### config.mk
export PLATFORM = sky130hd
export DESIGN_NAME = bus_port_fifo
export DESIGN_NICKNAME = d
export VERILOG_FILES = /design/src/rtl/bus_pkg.sv /design/src/rtl/sync_fifo_fwft.sv /design/src/rtl/bus_port_fifo.sv
export SDC_FILE = /design/constraint.sdc
export NUM_CORES = 1
export LEC_CHECK = 0
export BUFFER_PORTS_ARGS = -buffer_cell sky130_fd_sc_hd__buf_4
export CAP_MARGIN = 25
export CELL_PAD_IN_SITES_DETAIL_PLACEMENT = 1
export CELL_PAD_IN_SITES_GLOBAL_PLACEMENT = 1
export CORE_MARGIN = 2
export CORE_UTILIZATION = 40
export DETAILED_ROUTE_END_ITERATION = 6
export GPL_ROUTABILITY_DRIVEN = 0
export PLACE_DENSITY = 0.69
export SLEW_MARGIN = 20
export SYNTH_ARGS = -nofsm -noshare
export SYNTH_HDL_FRONTEND = slang
export SYNTH_SLANG_ARGS = --single-unit
export TNS_END_PERCENT = 50
### constraint.sdc
create_clock -name clk -period 3.46 [get_ports clk]
set_clock_uncertainty 0.05 [all_clocks]
set_input_delay 0.692 -clock clk [delete_from_list [all_inputs] [get_ports clk]]
set_output_delay 0.692 -clock clk [all_outputs]
set_load 0.01 [all_outputs]
### src/rtl/bus_pkg.sv
// Shared types and helpers for the bus port buffers: device ids, destination
// extraction and the occupancy-counter width.
package bus_pkg;

  typedef logic [7:0] dev_id_t;

  localparam dev_id_t BROADCAST_ID  = 8'hFF;
  localparam int      PKT_MAX_W     = 64;
  localparam int      DEFAULT_DEPTH = 8;

  function automatic int cnt_w(input int depth);
    return $clog2(depth + 1);
  endfunction

  localparam int CNT_W = cnt_w(DEFAULT_DEPTH);

  // Destination id lives in the top byte of a pckg_sz-wide packet.
  function automatic dev_id_t dest_of(input logic [PKT_MAX_W-1:0] pkt, input int pckg_sz);
    return dev_id_t'(pkt >> (pckg_sz - 8));
  endfunction

endpackage

### src/rtl/sync_fifo_fwft.sv
// First-word-fall-through synchronous FIFO with occupancy count and
// single-cycle pulses for writes dropped on full and reads ignored on empty.
module sync_fifo_fwft
  import bus_pkg::*;
#(
  parameter int width = 16,
  parameter int depth = 8
) (
  input  logic                     clk,
  input  logic                     reset,
  input  logic                     wr,
  input  logic                     rd,
  input  logic [width-1:0]         din,
  output logic [width-1:0]         dout,
  output logic [cnt_w(depth)-1:0]  count,
  output logic                     full,
  output logic                     empty,
  output logic                     wr_drop,
  output logic                     rd_drop
);

  localparam int PW = $clog2(depth);
  localparam int CW = cnt_w(depth);

  logic [width-1:0] mem [depth];
  logic [PW-1:0]    wr_ptr;
  logic [PW-1:0]    rd_ptr;
  logic             wr_ok;
  logic             rd_ok;

  // Strobes are single-cycle requests; wr is taken when space exists or a
  // read frees the head in the same cycle, rd is taken whenever non-empty.
  assign empty   = (count == '0);
  assign full    = (count == CW'(depth));
  assign rd_ok   = rd && !empty;
  assign wr_ok   = wr && (!full || rd);
  assign wr_drop = wr && full && !rd;
  assign rd_drop = rd && empty;
  assign dout    = empty ? '0 : mem[rd_ptr];

  always_ff @(posedge clk or posedge reset) begin
    if (reset) begin
      wr_ptr <= '0;
      rd_ptr <= '0;
      count  <= '0;
    end else begin
      if (wr_ok) wr_ptr <= wr_ptr + 1'b1;
      if (rd_ok) rd_ptr <= rd_ptr + 1'b1;
      count <= count + CW'(wr_ok) - CW'(rd_ok);
    end
  end

  // Storage is deliberately left out of reset; empty masks stale contents.
  always_ff @(posedge clk) begin
    if (wr_ok) mem[wr_ptr] <= din;
  end

endmodule

### src/rtl/bus_port_fifo.sv
// Per-device port buffer: TX FIFO toward the bus arbiter, RX FIFO from it,
// plus sticky error flags, destination check and an RX drop counter.
module bus_port_fifo
  import bus_pkg::*;
#(
  parameter int      pckg_sz   = 16,
  parameter int      depth     = 8,
  parameter dev_id_t id        = 8'h00,
  parameter dev_id_t broadcast = BROADCAST_ID
) (
  input  logic                     clk,
  input  logic                     reset,
  input  logic                     tx_wr,
  input  logic [pckg_sz-1:0]       tx_data,
  output logic                     tx_full,
  output logic [cnt_w(depth)-1:0]  tx_count,
  output logic                     pndng,
  output logic [pckg_sz-1:0]       D_pop,
  input  logic                     pop,
  input  logic                     push,
  input  logic [pckg_sz-1:0]       D_push,
  input  logic                     rx_rd,
  output logic [pckg_sz-1:0]       rx_data,
  output logic                     rx_vld,
  output logic [cnt_w(depth)-1:0]  rx_count,
  output logic                     tx_ovf,
  output logic                     rx_ovf,
  output logic                     pop_err,
  output logic                     addr_err,
  output logic [7:0]               rx_drop_cnt,
  input  logic                     err_clr
);

  logic    tx_empty, tx_wr_drop, tx_rd_drop;
  logic    rx_empty, rx_full, rx_wr_drop, rx_rd_drop;
  logic    rx_accept, bad_dest;
  dev_id_t dest;
  logic [1:0] rx_unused;

  sync_fifo_fwft #(.width(pckg_sz), .depth(depth)) u_tx (
    .clk     (clk),
    .reset   (reset),
    .wr      (tx_wr),
    .rd      (pop),
    .din     (tx_data),
    .dout    (D_pop),
    .count   (tx_count),
    .full    (tx_full),
    .empty   (tx_empty),
    .wr_drop (tx_wr_drop),
    .rd_drop (tx_rd_drop)
  );

  sync_fifo_fwft #(.width(pckg_sz), .depth(depth)) u_rx (
    .clk     (clk),
    .reset   (reset),
    .wr      (push),
    .rd      (rx_rd),
    .din     (D_push),
    .dout    (rx_data),
    .count   (rx_count),
    .full    (rx_full),
    .empty   (rx_empty),
    .wr_drop (rx_wr_drop),
    .rd_drop (rx_rd_drop)
  );

  // Host reads on an empty RX FIFO are harmless and raise nothing.
  assign rx_unused = {rx_full, rx_rd_drop};

  assign pndng     = !tx_empty;
  assign rx_vld    = !rx_empty;
  assign rx_accept = push && !rx_wr_drop;
  assign dest      = dest_of(PKT_MAX_W'(D_push), pckg_sz);
  assign bad_dest  = (dest != id) && (dest != broadcast);

  // err_clr wins over any same-cycle set.
  always_ff @(posedge clk or posedge reset) begin
    if (reset) begin
      tx_ovf      <= 1'b0;
      rx_ovf      <= 1'b0;
      pop_err     <= 1'b0;
      addr_err    <= 1'b0;
      rx_drop_cnt <= '0;
    end else if (err_clr) begin
      tx_ovf      <= 1'b0;
      rx_ovf      <= 1'b0;
      pop_err     <= 1'b0;
      addr_err    <= 1'b0;
      rx_drop_cnt <= '0;
    end else begin
      if (tx_wr_drop)             tx_ovf   <= 1'b1;
      if (rx_wr_drop)             rx_ovf   <= 1'b1;
      if (tx_rd_drop)             pop_err  <= 1'b1;
      if (rx_accept && bad_dest)  addr_err <= 1'b1;
      if (rx_wr_drop && rx_drop_cnt != 8'hFF) rx_drop_cnt <= rx_drop_cnt + 8'd1;
    end
  end

endmodule

# Word level (Yosys, flattened, before mapping)
# Memory sizes are Yosys's and may differ from the RTL's.
# Index checks and enable logic that the tools add are counted.
[word_totals]
in_bits = 39
register_bits = 32
ramBits = 256
memories = 2
[classes]
n_mux = 16
n_eq_ne = 4
n_reduce_logical = 30
n_addsub = 9
[mem_list]
columns = ["name", "depth", "width", "rd", "rd_ports_with_merged_regs", "write_ports", "line_no", "source"]
rows = [
  ["u_rx.mem", 8, 16, 1, 0, 1, "sync_fifo_fwft.sv:25", "logic [width-1:0] mem [depth];"],
  ["u_tx.mem", 8, 16, 1, 0, 1, "sync_fifo_fwft.sv:25", ""],
]
[op_table]
columns = ["op", "count"]
rows = [
  ["16-bit 2-to-1 mux", 2],
  ["8-bit 2-to-1 mux", 2],
  ["8-bit != test, second input constant", 2],
  ["1-bit logical AND", 13],
  ["3-bit by 1-bit adder with 3-bit output, second input constant", 4],
  ["1-bit 2-to-1 mux", 12],
  ["2-bit nonzero test", 5],
  ["4-bit by 1-bit adder with 4-bit output", 2],
  ["8-bit by 1-bit adder with 8-bit output, second input constant", 1],
  ["4-bit equality test, second input constant", 2],
  ["4-bit logical NOT", 2],
  ["8-bit nonzero test", 1],
  ["4-bit by 1-bit subtractor with 4-bit output", 2],
  ["1-bit logical NOT", 7],
  ["1-bit logical OR", 2],
]

# Longest topological paths before layout
[logic_depth]
depth_word = 8
ltp_mapped = 10

# By module
# A second synthesis with hierarchy kept.
[hier_totals]
hier_cells = 570
area_unflattened_um2 = 11644.9
[modules_own_cells]
columns = ["mod", "cells_per_inst", "area_per_inst_um2", "n_inst"]
rows = [
  ["sync_fifo_fwft (u_rx)", 249, 5492.8, 1],
  ["sync_fifo_fwft (u_tx)", 251, 5476.5, 1],
  ["bus_port_fifo", 70, 675.6, 1],
]

# Least setup slack after synthesis
# OpenSTA, ideal clock, no wires.
[synth_timing]
kind = "register to register"
start = "reg u_tx.count[2]"
end = "mem u_tx.mem[0][0], enable pin"
t_required_ns = 2.980
arrival_time_ns = 2.673
period_less_slack_ns = 3.154
setup_ns = 0.430
path_stages_with_launch = 7
slack_ns = 0.306
cell_sequence = "dfrtp_1 > inv_1 > ha_1 > nor4b_1 > nand2b_1 > clkbuf_1 > nor4_1"
[synth_via]
elab_chain_cells = 6
[synth_lines]
columns = ["element", "line_no", "source"]
rows = [
  ["from (decl)", "sync_fifo_fwft.sv:15", "output logic [cnt_w(depth)-1:0] count,"],
  ["from (signal assigned)", "sync_fifo_fwft.sv:49", "count <= count + CW'(wr_ok) - CW'(rd_ok);"],
  ["4-bit equality test", "sync_fifo_fwft.sv:34", "assign full = (count == CW'(depth));"],
  ["1-bit logical NOT", "sync_fifo_fwft.sv:36", "assign wr_ok = wr && (!full || rd);"],
  ["1-bit logical OR", "sync_fifo_fwft.sv:36", ""],
  ["1-bit logical AND", "sync_fifo_fwft.sv:36", ""],
  ["1-bit 2-to-1 mux", "sync_fifo_fwft.sv:55", "if (wr_ok) mem[wr_ptr] <= din;"],
  ["1-bit 2-to-1 mux (not written as such)", "sync_fifo_fwft.sv:55", ""],
  ["to (decl)", "sync_fifo_fwft.sv:25", ""],
]
# Every way passes these cells.

# Worst setup path in the final report
[layout_timing]
start = "reg u_rx.rd_ptr[0]"
end = "out rx_data[13]"
[layout_via]
elab_chain_cells = 2
[layout_lines]
columns = ["element", "line_no", "source"]
rows = [
  ["from (decl)", "sync_fifo_fwft.sv:27", "logic [PW-1:0] rd_ptr;"],
  ["from (signal assigned)", "sync_fifo_fwft.sv:48", "if (rd_ok) rd_ptr <= rd_ptr + 1'b1;"],
  ["memory read 8 x 16 bit", "-", ""],
  ["16-bit 2-to-1 mux", "sync_fifo_fwft.sv:39", "assign dout = empty ? '0 : mem[rd_ptr];"],
  ["to (decl)", "bus_port_fifo.sv:23", "output logic [pckg_sz-1:0] rx_data,"],
]
# Every way passes these cells.

==> metrics.txt <==
post-synth top area share=0.670; worst path bufs/invs=2; maximum fanout along the worst path=15; Die Height=173 um; cell family with most CP delay=flip-flops; CP Class=flop to primary output; First DRT Iteration DRCs=421; Routed WL=25,200 um; Die Width=173 um; DRT Pass-1 Iters=4; reg2reg setup slack=0.80 ns; dpl hpwl=15,500 um; Worst-path clk slew=0.06 ns; Synth Register Bits=288; filler instances=2,616; Final #Nets=769; Hold Vio Cnt, Final=0; Crit. End Element=primary output; area delta synth->final=20.9%; Total Routing Usage GR=0.171; final period utilization=0.937; diode count=0; Crit path arrival time=2.50 ns; Synth warnings=0; setup tns final=0 ns; Gate power share=0.323; Peak VDD IR=518 uV; Post-Syn Nets=642; Rows=61; sequential fraction of the synthesis area=0.740; Final Max Slew Viols=0; Core Region=28,000 um2; library cells used by synthesis=36; WL per Instance=22.7 um; final setup fails=0; CP max stage cell=dfrtp_2; antenna viol nets, final=0; setup bufs post-CTS=0; clk root buf=clkbuf_16; Psw=3.61 mW; worst hold path class=input port to async pin; CTS-repair resized insts=0; slew at the pin closest to its max-slew limit=0.674 ns; total power divided by cell area=859 nW/um2; outcome=complete, no violations; CTS max path bufs=3; IO Port Bufs=93; crit-path most repeated cell=buf_4; worst slew margin relative to its limit=0.549; CTS sink count=288; Yosys top cell by area=edfxtp_1; CP cell instances=buf_4, mux4_2, mux2i_1, nor2_1, buf_4; later-pin clock latency in the skew report=0.55 ns; Fmax achieved=309 MHz; largest net degree at the start of global routing=35; initial antenna violation count=0; Post-Syn Area per Cell=19.6 um2; Residual DRC=0; DIE AREA=30,000 um2; clock share of power=0.273; Seq pwr share=0.403; first-pass GRT wire length=39,500 um; vias in the first global route=6,642; final hold slack=0.186 ns; switching portion of total power=0.303; Worst EP required=2.72 ns; P_leak=4.93 nW; MaxCap Viol Count=0; via count=5,831; Via-to-Cell Ratio=5.26; H-tree levels=1; crit-path max cell delay=0.72 ns; Worst setup SP type=flop; Sequential cell area=8490 um2; CTS Hold Bufs=0; top post-synthesis cells by area=edfxtp_1 67%, mux4_2 13%, dfrtp_1 7.0%; Netlist Area Pre-Place=11,500 um2; RSZ-0062 raised after global routing=no; P_int=8.30 mW; total CTS buffers=30; Starting Density=0.409; multi-input logic area=2880 um2; Overflow after GRT=0; share of layout cells above drive strength 1=0.336; Ports=94; CTS tree=yes; Tmin final=3.24 ns; Syn Inst Count=584
[worst paths after layout]
kind	start	endpoint	depth (start not counted)
worst max-delay path	u_rx.rd_ptr[0]	rx_data[13]	5
worst min-delay path	reset	pop_err	2
worst max register to register	u_tx.count[2]	u_tx.count[2]	8
worst min register to register	pop_err	pop_err	2
max in group asynchronous	reset	rx_drop_cnt[3]	4
min in group clk	D_push[6]	u_rx.mem[4][6]	1
[flip-flops by register name, indices dropped and copies added (netlist names), 3 cells and up]
name,count
u_tx.count,4
u_tx.wr_ptr,3
rx_drop_cnt,8
u_rx.mem,128
u_rx.rd_ptr,3
u_tx.rd_ptr,3
u_rx.count,4
u_rx.wr_ptr,3
u_tx.mem,128
[routing by layer]
layer  global-route usage  vias to the layer above  part of all wire
li1                     -                     2565                 -
met1                0.216                     3092              0.41
met2                0.310                      144              0.53
met3               0.0300                       30             0.046
met4               0.0339                        0             0.017
met5                    0                        -                 0
[cells in the mapped netlist]
cell	instances
nor2b_1	2
a21oi_1	10
a21o_1	2
o211ai_4	1
and2_1	1
buf_1	2
clkbuf_1	13
nor3b_2	2
nand4_1	3
xnor2_1	5
o21ai_0	2
inv_1	17
o31ai_1	2
nand2_1	16
ha_1	17
mux2_2	3
or4_1	2
mux2i_1	33
mux4_2	64
o211ai_1	1
nor3_1	7
o2111ai_1	1
edfxtp_1	256
nand3_1	4
nand2b_1	6
and2b_2	1
fa_1	2
nor4b_1	1
nor4b_4	1
nor2_1	49
xor2_1	9
a31oi_1	1
or3_2	2
buf_2	10
dfrtp_1	32
nor4_1	4
[power groups by stage]
stage,clock network [mW],logic (mW),registers (mW)
after floorplan,0,2.46,4.66
after global placement,0,3.78,4.83
after detailed placement,0,3.93,4.89
after CTS,3.33,3.95,4.82
after global routing,3.45,4.21,4.88
final,3.25,3.85,4.80
[cell usage in the layout, fill, tap and decap left out, types with 3 or more instances in the layout]
cell,n
a21oi_1,10
buf_4,116
bufinv_16,4
clkbuf_1,8
clkbuf_16,31
clkbuf_8,3
dfrtp_1,30
edfxtp_1,256
ha_1,17
inv_1,17
mux2_2,3
mux2i_1,33
mux4_2,64
nand2_1,16
nand2b_1,6
nand3_1,4
nand4_1,3
nor2_1,49
nor3_4,6
nor4_1,3
xnor2_1,5
xor2_1,9
[worst register-to-register path, cell delays in order, from the launching register on]
cell and delay [ns]:
dfrtp_1 0.39, inv_1 0.12, ha_1 0.18, nor4b_1 0.31, nand2b_1 0.49, inv_1 0.19, ha_1 0.28, fa_1 0.38
xor2_1 0.17
[per-stage QoR]
stage / power (mW) / setup slack (ns) / area [um2] / utilization / std cells
floorplan: 7.11 / 0.306 / 11500 / - / 584
global placement: 8.60 / 0.708 / 12800 / 0.458 / 1055
detailed placement: 8.82 / 0.623 / 12900 / 0.459 / 1057
CTS: 12.1 / 0.145 / 13900 / 0.495 / 1108
global route: 12.5 / 0.0409 / 13900 / 0.495 / 1108
finish: 11.9 / 0.219 / 13900 / 0.495 / 1108
[logic make-up after synthesis]
family          after synthesis  synth area share
flops                       288             0.740
simple gates                101            0.0432
mux                         100             0.157
buf+inv                      42            0.0148
compound gates               20            0.0117
fa+ha+maj                    19            0.0220
xor+xnor                     14            0.0107
[area by class of cell]
| cell class | instances | area share |
|---|---|---|
| clock buffers | 42 | 0.0611 |
| clock inverters | 9 | 0.0108 |
| inverters | 17 | 0.00460 |
| multi-input cells | 254 | 0.208 |
| flip-flops and latches | 288 | 0.613 |
| well taps | 378 | 0.0341 |
| repair buffers | 120 | 0.0688 |
No activity file was read; power rests on OpenSTA's default activity.
